==> src/rtl/jpeg_pkg.sv <==
// Shared definitions for the JPEG entropy packer.
//   MRK_PREFIX / EOI / RST0 : marker byte values
//   state_e                 : packer FSM state encoding
//   len_w_ok()              : true when a LEN_W-bit field can hold MAX_LEN
package jpeg_pkg;

    localparam logic [7:0] MRK_PREFIX = 8'hFF;
    localparam logic [7:0] EOI        = 8'hD9;
    localparam logic [7:0] RST0       = 8'hD0;

    typedef enum logic [2:0] {
        ST_IDLE,
        ST_DATA,
        ST_PAD,
        ST_MARK0,
        ST_MARK1
    } state_e;

    function automatic bit len_w_ok(input int len_w, input int max_len);
        return (64'(1) << len_w) > 64'(max_len);
    endfunction

endpackage

==> src/rtl/jpeg_byte_stuffer.sv <==
// Output byte register with 0x00 stuffing after data 0xFF.
//   in_valid_i/in_ready_o/in_data_i/in_marker_i : byte source handshake;
//                                                 marker bytes are never stuffed
//   out_valid_o/out_ready_i/out_data_o           : byte sink handshake
// The register advances only when empty or drained, so out_data_o is held
// while out_valid_o && !out_ready_i.
module jpeg_byte_stuffer
    import jpeg_pkg::*;
(
    input  logic       clk,
    input  logic       rst,
    input  logic       in_valid_i,
    input  logic [7:0] in_data_i,
    input  logic       in_marker_i,
    output logic       in_ready_o,
    output logic       out_valid_o,
    output logic [7:0] out_data_o,
    input  logic       out_ready_i
);

    logic       vld_q, vld_d;
    logic       stuff_q, stuff_d;
    logic [7:0] data_q, data_d;
    logic       adv;

    assign adv        = !vld_q || out_ready_i;
    // A pending stuff byte owns the next slot, so the source is held off.
    assign in_ready_o = adv && !stuff_q;

    always_comb begin
        vld_d   = vld_q;
        data_d  = data_q;
        stuff_d = stuff_q;
        if (adv) begin
            if (stuff_q) begin
                vld_d   = 1'b1;
                data_d  = 8'h00;
                stuff_d = 1'b0;
            end else if (in_valid_i) begin
                vld_d   = 1'b1;
                data_d  = in_data_i;
                stuff_d = !in_marker_i && (in_data_i == MRK_PREFIX);
            end else begin
                vld_d   = 1'b0;
            end
        end
    end

    always_ff @(posedge clk or posedge rst) begin
        if (rst) begin
            vld_q   <= 1'b0;
            stuff_q <= 1'b0;
            data_q  <= 8'h00;
        end else begin
            vld_q   <= vld_d;
            stuff_q <= stuff_d;
            data_q  <= data_d;
        end
    end

    assign out_valid_o = vld_q;
    assign out_data_o  = data_q;

endmodule

==> src/rtl/jpeg_entropy_packer.sv <==
// Merges per-component entropy segments into a JPEG byte stream.
//   frame_start / frame_end        : frame control pulses
//   ch_valid/ch_ready/ch_len/
//   ch_data/ch_last                : per-channel segment handshake, served in
//                                    channel order 0..NCH-1 per MCU
//   o_valid/o_ready/o_data         : stuffed byte stream to the sink
//   dc_reset                       : pulse telling encoders to clear DC predictors
//   err                            : sticky protocol error
// Bits are appended at the LSB end of acc_q; the oldest bit sits at acc_cnt-1.
module jpeg_entropy_packer
    import jpeg_pkg::*;
#(
    parameter int NCH          = 3,
    parameter int MAX_LEN      = 32,
    parameter int LEN_W        = 6,
    parameter int ACC_W        = 64,
    parameter int RST_INTERVAL = 0
) (
    input  logic                   clk,
    input  logic                   rst,
    input  logic                   frame_start,
    input  logic                   frame_end,
    input  logic [NCH-1:0]         ch_valid,
    output logic [NCH-1:0]         ch_ready,
    input  logic [NCH*LEN_W-1:0]   ch_len,
    input  logic [NCH*MAX_LEN-1:0] ch_data,
    input  logic [NCH-1:0]         ch_last,
    output logic                   o_valid,
    input  logic                   o_ready,
    output logic [7:0]             o_data,
    output logic                   dc_reset,
    output logic                   err
);

    localparam int CNT_W = $clog2(ACC_W + 1);
    localparam int CH_W  = (NCH > 1) ? $clog2(NCH) : 1;
    localparam logic [CNT_W-1:0] EIGHT = CNT_W'(8);

    if (!len_w_ok(LEN_W, MAX_LEN) || ACC_W < 2 * MAX_LEN) begin : g_bad_params
        $error("jpeg_entropy_packer: LEN_W or ACC_W too small for MAX_LEN");
    end

    state_e             state_q, state_d;
    logic [ACC_W-1:0]   acc_q, acc_d;
    logic [CNT_W-1:0]   cnt_q, cnt_d;
    logic [CH_W-1:0]    cur_ch_q, cur_ch_d;
    logic [15:0]        mcu_q, mcu_d;
    logic [2:0]         rst_idx_q, rst_idx_d;
    logic               fe_pend_q, fe_pend_d;
    logic               eoi_q, eoi_d;
    logic               dcr_q, dcr_d;
    logic               err_q, err_d;

    logic               sel_valid, sel_last, room, accept, emit;
    logic [LEN_W-1:0]   sel_len, len_c;
    logic [MAX_LEN-1:0] sel_data;
    logic [ACC_W-1:0]   seg;
    logic [7:0]         top_byte, pad_byte, s_data;
    logic               s_valid, s_ready, s_marker;

    assign sel_valid = ch_valid[cur_ch_q];
    assign sel_last  = ch_last[cur_ch_q];
    assign sel_len   = ch_len[int'(cur_ch_q) * LEN_W +: LEN_W];
    assign sel_data  = ch_data[int'(cur_ch_q) * MAX_LEN +: MAX_LEN];

    // Room for a worst-case segment; depends on registered state only.
    assign room   = (int'(cnt_q) + MAX_LEN) <= ACC_W;
    assign accept = (state_q == ST_DATA) && room && sel_valid;

    for (genvar i = 0; i < NCH; i++) begin : g_ready
        assign ch_ready[i] = (state_q == ST_DATA) && (int'(cur_ch_q) == i) && room;
    end

    assign len_c    = (int'(sel_len) > MAX_LEN) ? LEN_W'(MAX_LEN) : sel_len;
    assign seg      = ACC_W'(sel_data) & ((ACC_W'(1) << len_c) - ACC_W'(1));
    assign top_byte = 8'(acc_q >> (cnt_q - EIGHT));
    // Remainder left-justified, vacated low bits filled with 1s.
    assign pad_byte = 8'(acc_q << (EIGHT - cnt_q)) | (8'hFF >> cnt_q);

    always_comb begin
        s_valid  = 1'b0;
        s_data   = top_byte;
        s_marker = 1'b0;
        case (state_q)
            ST_DATA:  s_valid = (cnt_q >= EIGHT);
            ST_PAD: begin
                if (cnt_q >= EIGHT) begin
                    s_valid = 1'b1;
                end else if (cnt_q != '0) begin
                    s_valid = 1'b1;
                    s_data  = pad_byte;
                end
            end
            ST_MARK0: begin
                s_valid  = 1'b1;
                s_data   = MRK_PREFIX;
                s_marker = 1'b1;
            end
            ST_MARK1: begin
                s_valid  = 1'b1;
                s_data   = eoi_q ? EOI : (RST0 + 8'(rst_idx_q));
                s_marker = 1'b1;
            end
            default: ;
        endcase
    end

    assign emit = s_valid && s_ready;

    always_comb begin
        state_d   = state_q;
        acc_d     = acc_q;
        cnt_d     = cnt_q;
        cur_ch_d  = cur_ch_q;
        mcu_d     = mcu_q;
        rst_idx_d = rst_idx_q;
        fe_pend_d = fe_pend_q;
        eoi_d     = eoi_q;
        dcr_d     = 1'b0;
        err_d     = err_q;

        if (frame_end && state_q != ST_IDLE) fe_pend_d = 1'b1;
        if (frame_start && state_q != ST_IDLE) err_d = 1'b1;

        // A pad byte consumes the whole sub-byte remainder.
        if (emit && (state_q == ST_DATA || state_q == ST_PAD))
            cnt_d = (cnt_q >= EIGHT) ? (cnt_q - EIGHT) : '0;

        if (accept) begin
            acc_d = (acc_q << len_c) | seg;
            cnt_d = cnt_d + CNT_W'(len_c);
            if (int'(sel_len) > MAX_LEN) err_d = 1'b1;
            if (sel_last) begin
                if (int'(cur_ch_q) == NCH - 1) begin
                    cur_ch_d = '0;
                    // EOI outranks a due restart marker.
                    if (fe_pend_q || frame_end) begin
                        state_d   = ST_PAD;
                        eoi_d     = 1'b1;
                        fe_pend_d = 1'b0;
                    end else if (RST_INTERVAL != 0 && int'(mcu_q) + 1 == RST_INTERVAL) begin
                        state_d = ST_PAD;
                        eoi_d   = 1'b0;
                        mcu_d   = '0;
                    end else begin
                        mcu_d = mcu_q + 1'b1;
                    end
                end else begin
                    cur_ch_d = cur_ch_q + 1'b1;
                end
            end
        end

        case (state_q)
            ST_IDLE: if (frame_start) begin
                state_d   = ST_DATA;
                dcr_d     = 1'b1;
                rst_idx_d = '0;
                mcu_d     = '0;
                cur_ch_d  = '0;
                fe_pend_d = 1'b0;
                cnt_d     = '0;
            end
            ST_PAD:   if (cnt_q < EIGHT && (cnt_q == '0 || emit)) state_d = ST_MARK0;
            ST_MARK0: if (emit) state_d = ST_MARK1;
            ST_MARK1: if (emit) begin
                if (eoi_q) begin
                    state_d = ST_IDLE;
                end else begin
                    state_d   = ST_DATA;
                    rst_idx_d = rst_idx_q + 1'b1;
                    dcr_d     = 1'b1;
                end
            end
            default: ;
        endcase
    end

    always_ff @(posedge clk or posedge rst) begin
        if (rst) begin
            state_q   <= ST_IDLE;
            acc_q     <= '0;
            cnt_q     <= '0;
            cur_ch_q  <= '0;
            mcu_q     <= '0;
            rst_idx_q <= '0;
            fe_pend_q <= 1'b0;
            eoi_q     <= 1'b0;
            dcr_q     <= 1'b0;
            err_q     <= 1'b0;
        end else begin
            state_q   <= state_d;
            acc_q     <= acc_d;
            cnt_q     <= cnt_d;
            cur_ch_q  <= cur_ch_d;
            mcu_q     <= mcu_d;
            rst_idx_q <= rst_idx_d;
            fe_pend_q <= fe_pend_d;
            eoi_q     <= eoi_d;
            dcr_q     <= dcr_d;
            err_q     <= err_d;
        end
    end

    assign dc_reset = dcr_q;
    assign err      = err_q;

    jpeg_byte_stuffer u_stuffer (
        .clk         (clk),
        .rst         (rst),
        .in_valid_i  (s_valid),
        .in_data_i   (s_data),
        .in_marker_i (s_marker),
        .in_ready_o  (s_ready),
        .out_valid_o (o_valid),
        .out_data_o  (o_data),
        .out_ready_i (o_ready)
    );

endmodule
==> config.mk <==
export PLATFORM = sky130hd
export DESIGN_NAME = jpeg_entropy_packer
export DESIGN_NICKNAME = d
export VERILOG_FILES = /design/src/rtl/jpeg_pkg.sv /design/src/rtl/jpeg_byte_stuffer.sv /design/src/rtl/jpeg_entropy_packer.sv
export SDC_FILE = /design/constraint.sdc
export NUM_CORES = 1
export LEC_CHECK = 0
export CAP_MARGIN = 20
export CORE_MARGIN = 3
export CORE_UTILIZATION = 30
export DETAILED_ROUTE_END_ITERATION = 10
export GPL_TIMING_DRIVEN = 0
export SYNTH_ARGS = -nofsm -noshare
export SYNTH_HDL_FRONTEND = slang
export SYNTH_SLANG_ARGS = --single-unit
==> constraint.sdc <==
create_clock -name clk -period 6.65 [get_ports clk]
set_input_delay 1.6625 -clock clk [delete_from_list [all_inputs] [get_ports clk]]
set_output_delay 1.6625 -clock clk [all_outputs]
set_load 0.01 [all_outputs]
Word level (Yosys, flattened, before mapping):

Index checks and enable logic that the tools add are counted.

* add/sub/neg operators: 8
* $mul: 1
* magnitude comparators: 5
* equal/unequal tests: 10
* shifts and indexed selects: 7
* mux-type cells: 57
* bitwise gates (word level): 3
* reduce and logical (&&, ||, !) cells: 33

Operator list (count)
* $shiftx 96x8->32: 1
* $and 32x64->64: 1
* $or 64x64->64: 1
* $shl 1x6->64 const A: 1
* $shl 64x6->64: 1
* $shl 64x7->8: 1
* $shr 64x7->8: 1
* $sub 64x1->64 const B: 1
* $mux 8: 5
* $mux 7: 5
* $mux 3: 11
* $pmux 8 s3: 1
* $mux 1: 23
* $shiftx 18x6->6: 1
* $logic_and 1x1->1: 15
* $pmux 3 s4: 1
* $mux 2: 5
* $add 7x4->8 const A: 1
* $add 7x6->8 const B: 1
* $eq 8x8->1 const B: 1
* $le 8x7->1 const B: 1
* $or 8x8->8: 1
* $reduce_and 4->1: 2
* $shr 8x7->8 const A: 1
* other kinds (30): 41

* register bits after elaboration: 93
* input port bits: 125
* output and inout port bits: 14
* word-level logic and storage cells: 136

Depth between registers and ports, before layout:

* depth in word-level cells: 11
* mapped depth: 24
* mapped depth without buffers: 20

Hierarchy:

From an unflattened synthesis, not the netlist that was laid out.

* cell total of the unflattened synthesis: 1677
* area, all modules: 13465.4 um^2

Modules (own cells, without submodules)
* jpeg_entropy_packer: instances 1, cells each 1637, area an instance 13002.5 um^2, sequential area each 2077.0 um^2
* jpeg_byte_stuffer: instances 1, cells each 40, area an instance 462.9 um^2, sequential area each 250.2 um^2

Worst setup path after synthesis:

OpenSTA, ideal clock, no wires.

* kind: register to register
* from: register cnt_q[0]
* to: register cnt_q[6]
* setup time: 0.132 ns
* data arrival time: 4.399 ns
* required time: 6.518 ns
* path slack: 2.119 ns
* stages on the path, launching flop included: 25
* buffers on the path: 4
* clock period less this slack: 4.531 ns
* cells stage by stage: dfrtp_1 -> buf_2 -> inv_1 -> buf_2 -> buf_2 -> buf_2 -> ha_1 -> ha_1 -> a21boi_1 -> o21a_1 -> nor2_1 -> o311ai_1 -> nor3_1 -> a21oi_1 -> ha_1 -> inv_1 -> fa_1 -> nor2b_1 -> o21ai_0 -> nand2b_1 -> a21oi_1 -> nor2b_1 -> o21ai_0 -> xnor2_1 -> nor2_1

* word-level cells in the longest chain between the ends: 11
* elaborated cells on any way between the ends: 18
* those cells by class: 3 x add/sub; 2 x order compare; 8 x mux; 5 x reduce/logical

RTL lines
* from (decl): line jpeg_entropy_packer.sv:45 `logic [CNT_W-1:0] cnt_q, cnt_d;`
* from (signal assigned): line jpeg_entropy_packer.sv:194 `cnt_q <= cnt_d;`
* parallel branches: the longest is 8 deep, another holds $ge 7x4->1
* $mux 7 *: line jpeg_entropy_packer.sv:129 `if (accept) begin`
* $mux 7: line jpeg_entropy_packer.sv:155 `ST_IDLE: if (frame_start) begin`
* $mux 7 *: line jpeg_entropy_packer.sv:154 `case (state_q)`
* net cnt_d[6]: line jpeg_entropy_packer.sv:45

Mark *: on every way through the listed nets, which the timed path passes.
A chain may end at the register's enable or synchronous reset.

Worst setup path in the final report:

* from: register cnt_q[0]
* to: output port ch_ready[0]

* word-level cells in the longest chain between the ends: 3

RTL lines
* $add 7x6->8: line jpeg_entropy_packer.sv:67 `assign room = (int'(cnt_q) + MAX_LEN) <= ACC_W;`
* $le 8x7->1: line jpeg_entropy_packer.sv:67
* $logic_and 1x1->1: line jpeg_entropy_packer.sv:71 `assign ch_ready[i] = (state_q == ST_DATA) && (int'(cur_ch_q) == i) && room;`
* to (decl): line jpeg_entropy_packer.sv:24 `output logic [NCH-1:0] ch_ready,`

No other way between the ends.

==> metrics.md <==
| Metric | Value |
|---|---|
| Reg2reg start | `cnt_q[0]` |
| Core box area | `44,300 µm²` |
| Main area contributors after synthesis | `dfrtp_1 (17%), mux2i_1 (13%), mux4_2 (8.4%)` |
| CTS hold repair buffers | `0` |
| Port Buffers | `138` |
| Min-delay worst type | `reg2reg` |
| Reg2Reg Setup Slack | `600 ps` |
| Yosys top cell by area | `dfrtp_1` |
| Cells after Synth | `1,782` |
| Fin Setup TNS | `0 ps` |
| F_max | `155 MHz` |
| Setup CP Type | `reg2out` |
| Residual DRC count | `0` |
| DIE AREA | `47,500 µm²` |
| CTS Buf Count | `9` |
| PD cells | `627 nW/µm²` |
| Worst R2R Path Depth | `14` |
| # setup viols final | `0` |
| PostCTS Resize Cnt | `0` |
| Starting Density | `30.4%` |
| Critical path required time | `4990 ps` |
| Boundary Pins | `139` |
| First-pass GRT wire length | `121 mm` |
| Final Cycle Share | `97.2%` |
| EDFF count, synth | `0` |
| Gr busiest metal | `met2` |
| Register Area | `2330 µm²` |
| Reg2reg end | `acc_q[21]` |
| Met3 usage | `8.71%` |
| Hold depth | `1` |
| DIE WIDTH | `218 µm` |
| Synth top cells by count | `nand2_1 (242), mux2i_1 (176), nor2_1 (153)` |
| GRT Util Overall | `35.5%` |
| Worst Skew | `16.6 ps` |
| Minimum clock period | `6460 ps` |
| Initial antenna violation count | `6` |
| Vias in the first global route | `16,582` |
| CTS root buf | `clkbuf_16` |
| Rel. slew slack | `16.6%` |
| Critical path arrival | `4800 ps` |
| Post-CTS Setup Bufs | `0` |
| Remaining global-route overflow | `0` |
| Final Max Slew Viols | `0` |
| Syn_area_per_cell | `7.57 µm²` |
| Leak | `6.40 nW` |
| Cell Count, Final, Fillers Out | `2,534` |
| Final ANT Viol Nets | `0` |
| Number of max-cap violations | `0` |
| Clock buffer depth | `2` |
| WL/cell | `34.1 µm` |
| Post-synth cell types | `95` |
| Synth Warn # | `0` |
| Peak VDD IR | `170 µV` |
| Worst skew pair latency | `370 ps` |
| Area grow syn2layout | `18.4%` |
| Met2 GRT Util | `55.1%` |
| CP endpoint kind | `primary output` |
| H-Tree Depth | `3` |
| Vias/cell | `6.68` |
| Synth top area share | `17.3%` |
| Nets@finish | `2,075` |
| TritonCTS clock tree | `done` |
| RSZ-0062 raised after global routing | `no` |
| Final hold violation count | `0` |
| Mapped cell area | `13,500 µm²` |
| Number of synthesized register bits | `93` |
| Fill count | `4,792` |
| Clock transition at the registers of the reported paths | `70 ps` |
| FFs w/ async S/R, synth | `100%` |
| Final WL | `86.5 mm` |
| Worst hold margin | `469 ps` |
| CTS sink cnt | `93` |
| Hold Path Sink | `err` |
| Synth Net Count | `1,923` |
| Critical Path Start Type | `flip-flop` |
| Multi-input gate area | `10,200 µm²` |
| Post-DP HPWL | `65.7 mm` |
| Most common cell in the netlist | `nand2_1` |
| Drt pass-1 iters | `7` |
| CP max FO | `10` |
| Layout cells sized above 1 | `11.0%` |
| Die height | `218 µm` |
| Row cnt | `77` |
| GP Congestion | `1.07` |
| Vias | `16,919` |
| Finished Cell Area | `16,000 µm²` |
| Worst-Margin Slew | `1250 ps` |
| Placed inst area | `15,600 µm²` |
| Status | `complete, no violations` |
| Initial drt markers | `2,114` |
| Largest net degree at the start of global routing | `50` |
| Hold Startpoint | `err` |
| Ys flop type | `dfrtp_1` |
| GR Layer Usage met1 | `42.2%` |
| Sequential share of the synthesized area | `17.3%` |
| Placed cells | `2,514` |
## worst max path at each step
stage	start	to	slack, ps	cells past startpoint
5_1_grt	cnt_q[0]	ch_ready[0]	10	11
6_report	cnt_q[0]	ch_ready[0]	190	11
2_1_floorplan	cnt_q[0]	cnt_q[6]	2120	24
4_1_cts	cnt_q[0]	ch_ready[0]	270	11
3_5_place_dp	ch_len[14]	cnt_q[6]	230	16
3_3_place_gp	ch_len[14]	cnt_q[6]	230	16
## metal layers
metal,routed length [µm],vias to the layer above
li1,-,7055
met1,31600,7978
met2,37200,1430
met3,9350,452
met4,8320,4
met5,23,-
## registers in the layout, indices dropped and copies added (netlist names)
signal	count
acc_q	64
u_stuffer.out_data_o	8
cnt_q	7
rst_idx_q	3
state_q	3
cur_ch_q	2
dc_reset	1
eoi_q	1
err	1
fe_pend_q	1
u_stuffer.out_valid_o	1
u_stuffer.stuff_q	1
## report_power, final
group	internal, mW	switching, mW	total [mW]
logic	2.62	5.42	8.04
clock network	0.304	0.262	0.566
registers	0.798	0.598	1.40
## worst max-delay path: stages, from the launching register on
cell and delay, ps:
dfrtp_1 470, buf_2 270, inv_1 230, buf_2 390, buf_2 390, buf_2 350
ha_1 290, nor4b_1 550, a31oi_1 160, or3_1 510, nor3_1 200, clkdlybuf4s50_1 590
## cell families (layout without fill, tap and decap cells)
logic type                 after synthesis  after routing  share of synthesized area (%)
DFF                                     93             93                           17.3
and+or+nand+nor                        641            641                           21.7
other                                    0              3                              0
buffers and inverters                  202            359                           7.09
xor gates and xnor gates                12             12                          0.780
AOI/OAI and AO/OA                      562            562                           27.6
muxes                                  256            256                           24.0
adders and majority gates               16             16                           1.54
## cell usage in the layout (no fill, tap or decap), drive strengths merged, types with 40 or more instances in the layout
cell / n
a21oi: 124
a31oi: 40
buf: 92
clkbuf: 99
clkdlybuf4s50: 138
dfrtp: 93
mux2i: 178
mux4: 50
nand2: 244
nand3: 104
nor2: 156
o21ai: 158
## final cells by class
cell class,instances,share of cell area (%)
multi-input cells,1487,63.9
diodes,3,0.0470
clock buffers,11,1.52
inverters,25,0.619
plain buffers,177,5.39
clock inverters,5,0.369
well taps,592,4.64
flip-flops and latches,93,14.6
repair buffers,141,8.92
## per-stage QoR
| stage | setup WS (ps) | power, mW | utilization, % |
|---|---|---|---|
| floorplan | 2120 | 5.85 | - |
| global placement | 226 | 9.06 | 35.2 |
| detailed placement | 230 | 8.96 | 35.3 |
| CTS | 266 | 9.54 | 36.0 |
| global route | 15.0 | 10.3 | 36.0 |
| finish | 188 | 10.0 | 36.0 |
(Power assumes the default switching activity.)
